[src/rtl/lmc1992.sv]
// LMC1992-style volume/tone controller and DMA/PSG mixer for the STE audio path.
// Decodes microwire command words and applies master plus per-channel attenuation.
module lmc1992 #(
  parameter int GAIN_W = 9
) (
  input  logic              clk32,
  input  logic              reset,
  input  logic              bit_stb,
  input  logic              mw_clk,
  input  logic              mw_data,
  input  logic              mw_done,
  input  logic [7:0]        dma_left,
  input  logic [7:0]        dma_right,
  input  logic [7:0]        psg,
  output logic signed [9:0] audio_l,
  output logic signed [9:0] audio_r,
  output logic [3:0]        bass,
  output logic [3:0]        treble,
  output logic [1:0]        mix
);

  logic [10:0] sr_q, sr_d, sr_shift;
  logic [3:0]  cnt_q, cnt_d, cnt_shift;
  logic [5:0]  master_q, master_d;
  logic [4:0]  left_q, left_d, right_q, right_d;
  logic [3:0]  bass_q, bass_d, treble_q, treble_d;
  logic [1:0]  mix_q, mix_d;

  logic signed [8:0]  sum_l_q, sum_l_d, sum_r_q, sum_r_d;
  logic [GAIN_W-1:0]  gain_l_q, gain_l_d, gain_r_q, gain_r_d;
  logic signed [9:0]  audio_l_q, audio_l_d, audio_r_q, audio_r_d;

  logic signed [9:0]  s_dma_l, s_dma_r, s_psg, psg_term, sum_l10, sum_r10;
  logic [5:0]         master_c;
  logic [4:0]         left_c, right_c;
  logic [6:0]         steps_l, steps_r;
  logic signed [18:0] prod_l, prod_r;

  // 2 dB attenuation steps: round(256 * 10^(-n/10)), zero from step 28 on
  function automatic logic [GAIN_W-1:0] gain_rom(input logic [6:0] n);
    logic [GAIN_W-1:0] g;
    case (n)
      7'd0:  g = GAIN_W'(256);
      7'd1:  g = GAIN_W'(203);
      7'd2:  g = GAIN_W'(162);
      7'd3:  g = GAIN_W'(128);
      7'd4:  g = GAIN_W'(102);
      7'd5:  g = GAIN_W'(81);
      7'd6:  g = GAIN_W'(64);
      7'd7:  g = GAIN_W'(51);
      7'd8:  g = GAIN_W'(41);
      7'd9:  g = GAIN_W'(32);
      7'd10: g = GAIN_W'(26);
      7'd11: g = GAIN_W'(20);
      7'd12: g = GAIN_W'(16);
      7'd13: g = GAIN_W'(13);
      7'd14: g = GAIN_W'(10);
      7'd15: g = GAIN_W'(8);
      7'd16: g = GAIN_W'(6);
      7'd17: g = GAIN_W'(5);
      7'd18: g = GAIN_W'(4);
      7'd19: g = GAIN_W'(3);
      7'd20: g = GAIN_W'(3);
      7'd21: g = GAIN_W'(2);
      7'd22: g = GAIN_W'(2);
      7'd23: g = GAIN_W'(1);
      7'd24: g = GAIN_W'(1);
      7'd25: g = GAIN_W'(1);
      7'd26: g = GAIN_W'(1);
      7'd27: g = GAIN_W'(1);
      default: g = '0;
    endcase
    return g;
  endfunction

  // Decode sees the shift of a bit that arrives in the same cycle as mw_done
  always_comb begin
    sr_shift  = sr_q;
    cnt_shift = cnt_q;
    if (bit_stb && mw_clk) begin
      sr_shift = {sr_q[9:0], mw_data};
      if (cnt_q != 4'd15) cnt_shift = cnt_q + 4'd1;
    end

    sr_d     = sr_shift;
    cnt_d    = cnt_shift;
    master_d = master_q;
    left_d   = left_q;
    right_d  = right_q;
    bass_d   = bass_q;
    treble_d = treble_q;
    mix_d    = mix_q;

    if (mw_done) begin
      cnt_d = 4'd0;
      if (cnt_shift >= 4'd11 && sr_shift[10:9] == 2'b10) begin
        case (sr_shift[8:6])
          3'b000:  mix_d    = sr_shift[1:0];
          3'b001:  bass_d   = sr_shift[3:0];
          3'b010:  treble_d = sr_shift[3:0];
          3'b011:  master_d = sr_shift[5:0];
          3'b100:  right_d  = sr_shift[4:0];
          3'b101:  left_d   = sr_shift[4:0];
          default: ;
        endcase
      end
    end
  end

  always_comb begin
    s_dma_l  = $signed({2'b00, dma_left})  - 10'sd128;
    s_dma_r  = $signed({2'b00, dma_right}) - 10'sd128;
    s_psg    = $signed({2'b00, psg})       - 10'sd128;
    psg_term = s_psg >>> 2;

    case (mix_q)
      2'b00: begin
        sum_l10 = s_dma_l + psg_term;
        sum_r10 = s_dma_r + psg_term;
      end
      2'b01: begin
        sum_l10 = s_dma_l + s_psg;
        sum_r10 = s_dma_r + s_psg;
      end
      default: begin
        sum_l10 = s_dma_l;
        sum_r10 = s_dma_r;
      end
    endcase
    sum_l_d = 9'(sum_l10);
    sum_r_d = 9'(sum_r10);

    // Stored values are clamped only where they are used
    master_c = (master_q > 6'd40) ? 6'd40 : master_q;
    left_c   = (left_q   > 5'd20) ? 5'd20 : left_q;
    right_c  = (right_q  > 5'd20) ? 5'd20 : right_q;
    steps_l  = (7'd40 - {1'b0, master_c}) + (7'd20 - {2'b00, left_c});
    steps_r  = (7'd40 - {1'b0, master_c}) + (7'd20 - {2'b00, right_c});
    gain_l_d = gain_rom(steps_l);
    gain_r_d = gain_rom(steps_r);
  end

  always_comb begin
    prod_l    = 19'(sum_l_q) * 19'($signed({1'b0, gain_l_q}));
    prod_r    = 19'(sum_r_q) * 19'($signed({1'b0, gain_r_q}));
    audio_l_d = 10'(prod_l >>> 8);
    audio_r_d = 10'(prod_r >>> 8);
  end

  always_ff @(posedge clk32) begin
    if (reset) begin
      sr_q      <= '0;
      cnt_q     <= '0;
      master_q  <= 6'd40;
      left_q    <= 5'd20;
      right_q   <= 5'd20;
      bass_q    <= 4'd6;
      treble_q  <= 4'd6;
      mix_q     <= 2'b01;
      sum_l_q   <= '0;
      sum_r_q   <= '0;
      gain_l_q  <= '0;
      gain_r_q  <= '0;
      audio_l_q <= '0;
      audio_r_q <= '0;
    end else begin
      sr_q      <= sr_d;
      cnt_q     <= cnt_d;
      master_q  <= master_d;
      left_q    <= left_d;
      right_q   <= right_d;
      bass_q    <= bass_d;
      treble_q  <= treble_d;
      mix_q     <= mix_d;
      sum_l_q   <= sum_l_d;
      sum_r_q   <= sum_r_d;
      gain_l_q  <= gain_l_d;
      gain_r_q  <= gain_r_d;
      audio_l_q <= audio_l_d;
      audio_r_q <= audio_r_d;
    end
  end

  assign audio_l = audio_l_q;
  assign audio_r = audio_r_q;
  assign bass    = (bass_q   > 4'd12) ? 4'd12 : bass_q;
  assign treble  = (treble_q > 4'd12) ? 4'd12 : treble_q;
  assign mix     = mix_q;

endmodule

[config.mk]
export PLATFORM = sky130hd
export DESIGN_NAME = lmc1992
export DESIGN_NICKNAME = d
export VERILOG_FILES = /design/src/rtl/lmc1992.sv
export SDC_FILE = /design/constraint.sdc
export NUM_CORES = 1
export LEC_CHECK = 0
export ABC_AREA = 1
export CAP_MARGIN = 20
export CORE_MARGIN = 10
export CORE_UTILIZATION = 57
export DETAILED_ROUTE_END_ITERATION = 8
export PLACE_DENSITY = 0.82
export SYNTH_ARGS = -nofsm -noshare
export SYNTH_HDL_FRONTEND = slang
export SYNTH_SLANG_ARGS = --single-unit
[constraint.sdc]
create_clock -name clk32 -period 4 [get_ports clk32]
set_input_delay 0.4 -clock clk32 [delete_from_list [all_inputs] [get_ports clk32]]
set_output_delay 0.4 -clock clk32 [all_outputs]
set_load 0.01 [all_outputs]
==> results_dict.tcl <==
set metrics [dict create \
    fin_crit_sh 1.06 \
    avgSynthCellArea_um2 7.05 \
    cap_violations 0 \
    power_frac_comb 0.299 \
    cp_slowest_stage_delay_ns 0.57 \
    avgRoutedWirePerCell_um 15.1 \
    rsz0062_at_grt "yes" \
    ys_types 47 \
    grt_overflow_total 0 \
    ios 60 \
    globalRouteTotalUtil 0.216 \
    dieArea_um2 26000 \
    num_rows 51 \
    die-width_um 161 \
    switching_share 0.340 \
    cts_tree "yes" \
    p_int_mw 1.85 \
    initial_core_util 0.581 \
    dpl.hpwl_mm 21.8 \
    clock_path_buffers 2 \
    layout_min_cycle_time_ns 4.23 \
    cts_sinks 97 \
    crit_type "flip-flop to flip-flop" \
    syn_area_um2 11400 \
    nNetsFinal 1986 \
    total_switching_power_uw 952 \
    startpoint "sum_r_q[8]" \
    layout.cells.most_common "nand2_1" \
    power_density_nw_per_um2 202 \
    max_slew_margin 0.342 \
    synth_edf_count 0 \
    pwr-share-clk 0.323 \
    worstSkewPairLatency_ns 0.37 \
    grt_max_degree 40 \
    synthCells 1611 \
    crit_chain "inv_4 > or2_4 > fa_1 > fa_1 > inv_1 > fa_1 > fa_1 > fa_2 > ha_4 > nand2_4 > inv_2 > nand2_2 > nand2_2 > a21oi_2 > nand3_1 > nand2_1 > nor2_1" \
    p_seq_frac 0.378 \
    postRouteAntennaNets 0 \
    violations "setup timing" \
    antenna_found_initial 0 \
    grt_pass1_vias 10400 \
    worst_slew_pin_slew_ns 0.976 \
    ys_seq_elements 97 \
    irDropWorstVdd_uv 214 \
    hold_class "flip-flop to flip-flop" \
    path_clk_slew_ns 0.07 \
    die_h_um 161 \
    via_per_inst 5.35 \
    area_delta_synth_final_pct 22.2 \
    yosysSeqAreaShare 0.171 \
    root_buffer "clkbuf_16" \
    worstReg2RegStart "sum_r_q[8]" \
    async_flop_share 0 \
    num_antenna_cells 0 \
    clock_skew_ns 0.00872 \
    drc 0 \
    yosysWarnings 0 \
    placed_cells 1961 \
    fmax_mhz 236 \
    crit_fanout 5 \
    portBuffers 59 \
    cp_common_cell "fa_1" \
    fin_cells 1988 \
    drt-pass1-iter-count 7 \
    ys.flop_type "dfxtp_1" \
    vias 10600 \
    final.setup.worst_slack_ns -0.233 \
    drive_above_1_share 0.194 \
    place_ws_ns -0.231 \
    worstSetupStartpointType "flip-flop" \
    drt-initial-drc-count 935 \
    report.final.slew_viol_count 0 \
    status "complete, but fails checks" \
    p_leak_nw 7.78 \
    cp_top_family "adder cells" \
    critical-path-slowest-cell "fa_2" \
    wl_mm 30.0 \
    hold_violations 0 \
    cp.arrival_ns 4.49 \
    coreArea_um2 19500 \
    hold_start "right_q[0]" \
    grt_pass1_wl_mm 47.6 \
    setup.worst_path.end_class "flip-flop" \
    final_cell_mix "nand2_1 (346), inv_1 (326), ha_1 (111)" \
    gp_congestion 0.965 \
    required_ns 4.26 \
    setup_violations 19 \
    cts_buffers 9 \
    crit_buf_inv 3 \
    h-tree-depth 3 \
]
power groups by stage:
stage                     Sequential (mW)  Combinational, mW  Clock (mW)
after global routing                 1.07              0.911       0.958
after detailed placement             1.08              0.708           0
after floorplan                      1.06              0.462           0
after global placement               1.08              0.692           0
after CTS                            1.06              0.756       0.924
final                                1.06              0.837       0.905
through the flow:
step | power (mW) | cell area [um^2] | TNS [ns] | util | hold slack (ns)
after floorplan | 1.52 | 11600 | -0.0602 | - | 0.432
after global placement | 1.77 | 12800 | -1.22 | 0.654 | 0.450
after detailed placement | 1.79 | 12800 | -3.03 | 0.654 | 0.457
after CTS | 2.74 | 13400 | -1.45 | 0.685 | 0.469
after global routing | 2.94 | 13900 | -5.37 | 0.710 | 0.494
final | 2.80 | 13900 | -3.17 | 0.710 | 0.465
worst reg2reg max path: stages, from the launching register on:
cell	delay [ns]
dfxtp_4	0.37
inv_4	0.05
or2_4	0.24
fa_1	0.46
fa_1	0.51
inv_1	0.05
fa_1	0.48
fa_1	0.53
fa_2	0.57
ha_4	0.23
nand2_4	0.11
inv_2	0.04
nand2_2	0.07
nand2_2	0.08
a21oi_2	0.17
nand3_1	0.09
nand2_1	0.06
nor2_1	0.04
cells in the mapped netlist, types with 2 or more instances:
cell      number  share of area
ha_1         136           0.15
xor2_1        13          0.010
nor2_2         4         0.0022
a21oi_1       88          0.039
o211ai_2       2         0.0022
nand3_4        4         0.0062
nor2_1       116          0.038
o21ai_0       65          0.029
nand4_1       29          0.016
nand2_2        2         0.0011
buf_2         13         0.0057
o21ai_4        3         0.0043
o21ai_1        5         0.0022
a21o_1         3         0.0020
nand2_1      389           0.13
nor4_1         3         0.0017
xnor2_1        7         0.0054
buf_6          2         0.0020
fa_1         102           0.18
a21boi_0       3         0.0020
buf_4          2         0.0013
o21a_1         3         0.0020
dfxtp_1       97           0.17
nand3_1       74          0.033
nand3_2        2         0.0018
inv_2          3        0.00099
o21bai_1       3         0.0020
or2_2         15         0.0083
o211ai_1      16          0.011
clkbuf_1      42          0.014
nand3b_1       2         0.0013
nor3_1         5         0.0022
inv_1        343           0.11
and2_1         2         0.0011
repair_timing:
| action | CTS | global route |
|---|---|---|
| endpoints found under the hold margin | 0 | 0 |
| buffers inserted | 7 | 4 |
| hold buffers | 0 | 0 |
| gates resized for setup | 98 | 109 |
| pin swaps | 38 | 57 |
| endpoints found under the setup margin | 20 | 20 |
per-layer routing:
| metal | wire length, um | vias up | global-route usage |
|---|---|---|---|
| met5 | 0 | - | 0 |
| met4 | 1130 | 0 | 0.0624 |
| met3 | 1690 | 120 | 0.0427 |
| met2 | 15000 | 383 | 0.384 |
| met1 | 12200 | 4956 | 0.257 |
| li1 | - | 5171 | - |
cells by family (layout without fill, tap and decap cells):
kind of cell	count (synthesis)	in the layout	synth area share
AOI/OAI and AO/OA	194	194	0.0966
xor gates and xnor gates	20	20	0.0154
adders and majority gates	238	238	0.330
buffers and inverters	408	519	0.140
DFF	97	97	0.171
muxes	2	2	0.00187
other	1	2	0.000330
and+or+nand+nor	651	651	0.245
registers in the layout (all words and copies together) (netlist names), 5 cells and up:
signal,cells
audio_r,10
audio_l,10
master_q,6
gain_r_q,9
sr_q,11
sum_r_q,9
right_q,5
left_q,5
sum_l_q,9
gain_l_q,9
area by class of cell:
| class | instances | area, um^2 |
|---|---|---|
| clock buffer | 10 | 239 |
| clock inverter | 6 | 65.1 |
| fill | 1421 | 5660 |
| inverter | 347 | 1310 |
| multi-input combinational | 1107 | 8550 |
| sequential | 97 | 2030 |
| tap | 265 | 332 |
| timing repair buffer | 156 | 1340 |
final timing paths:
check	to	slack (ns)	cells after the start
worst max register to register	audio_r[6]	-0.23	17
worst max-delay path	audio_r[6]	-0.23	17
worst min register to register	right_q[0]	0.46	2
worst min-delay path	right_q[0]	0.46	2
Power figures use the tool's default switching activity.
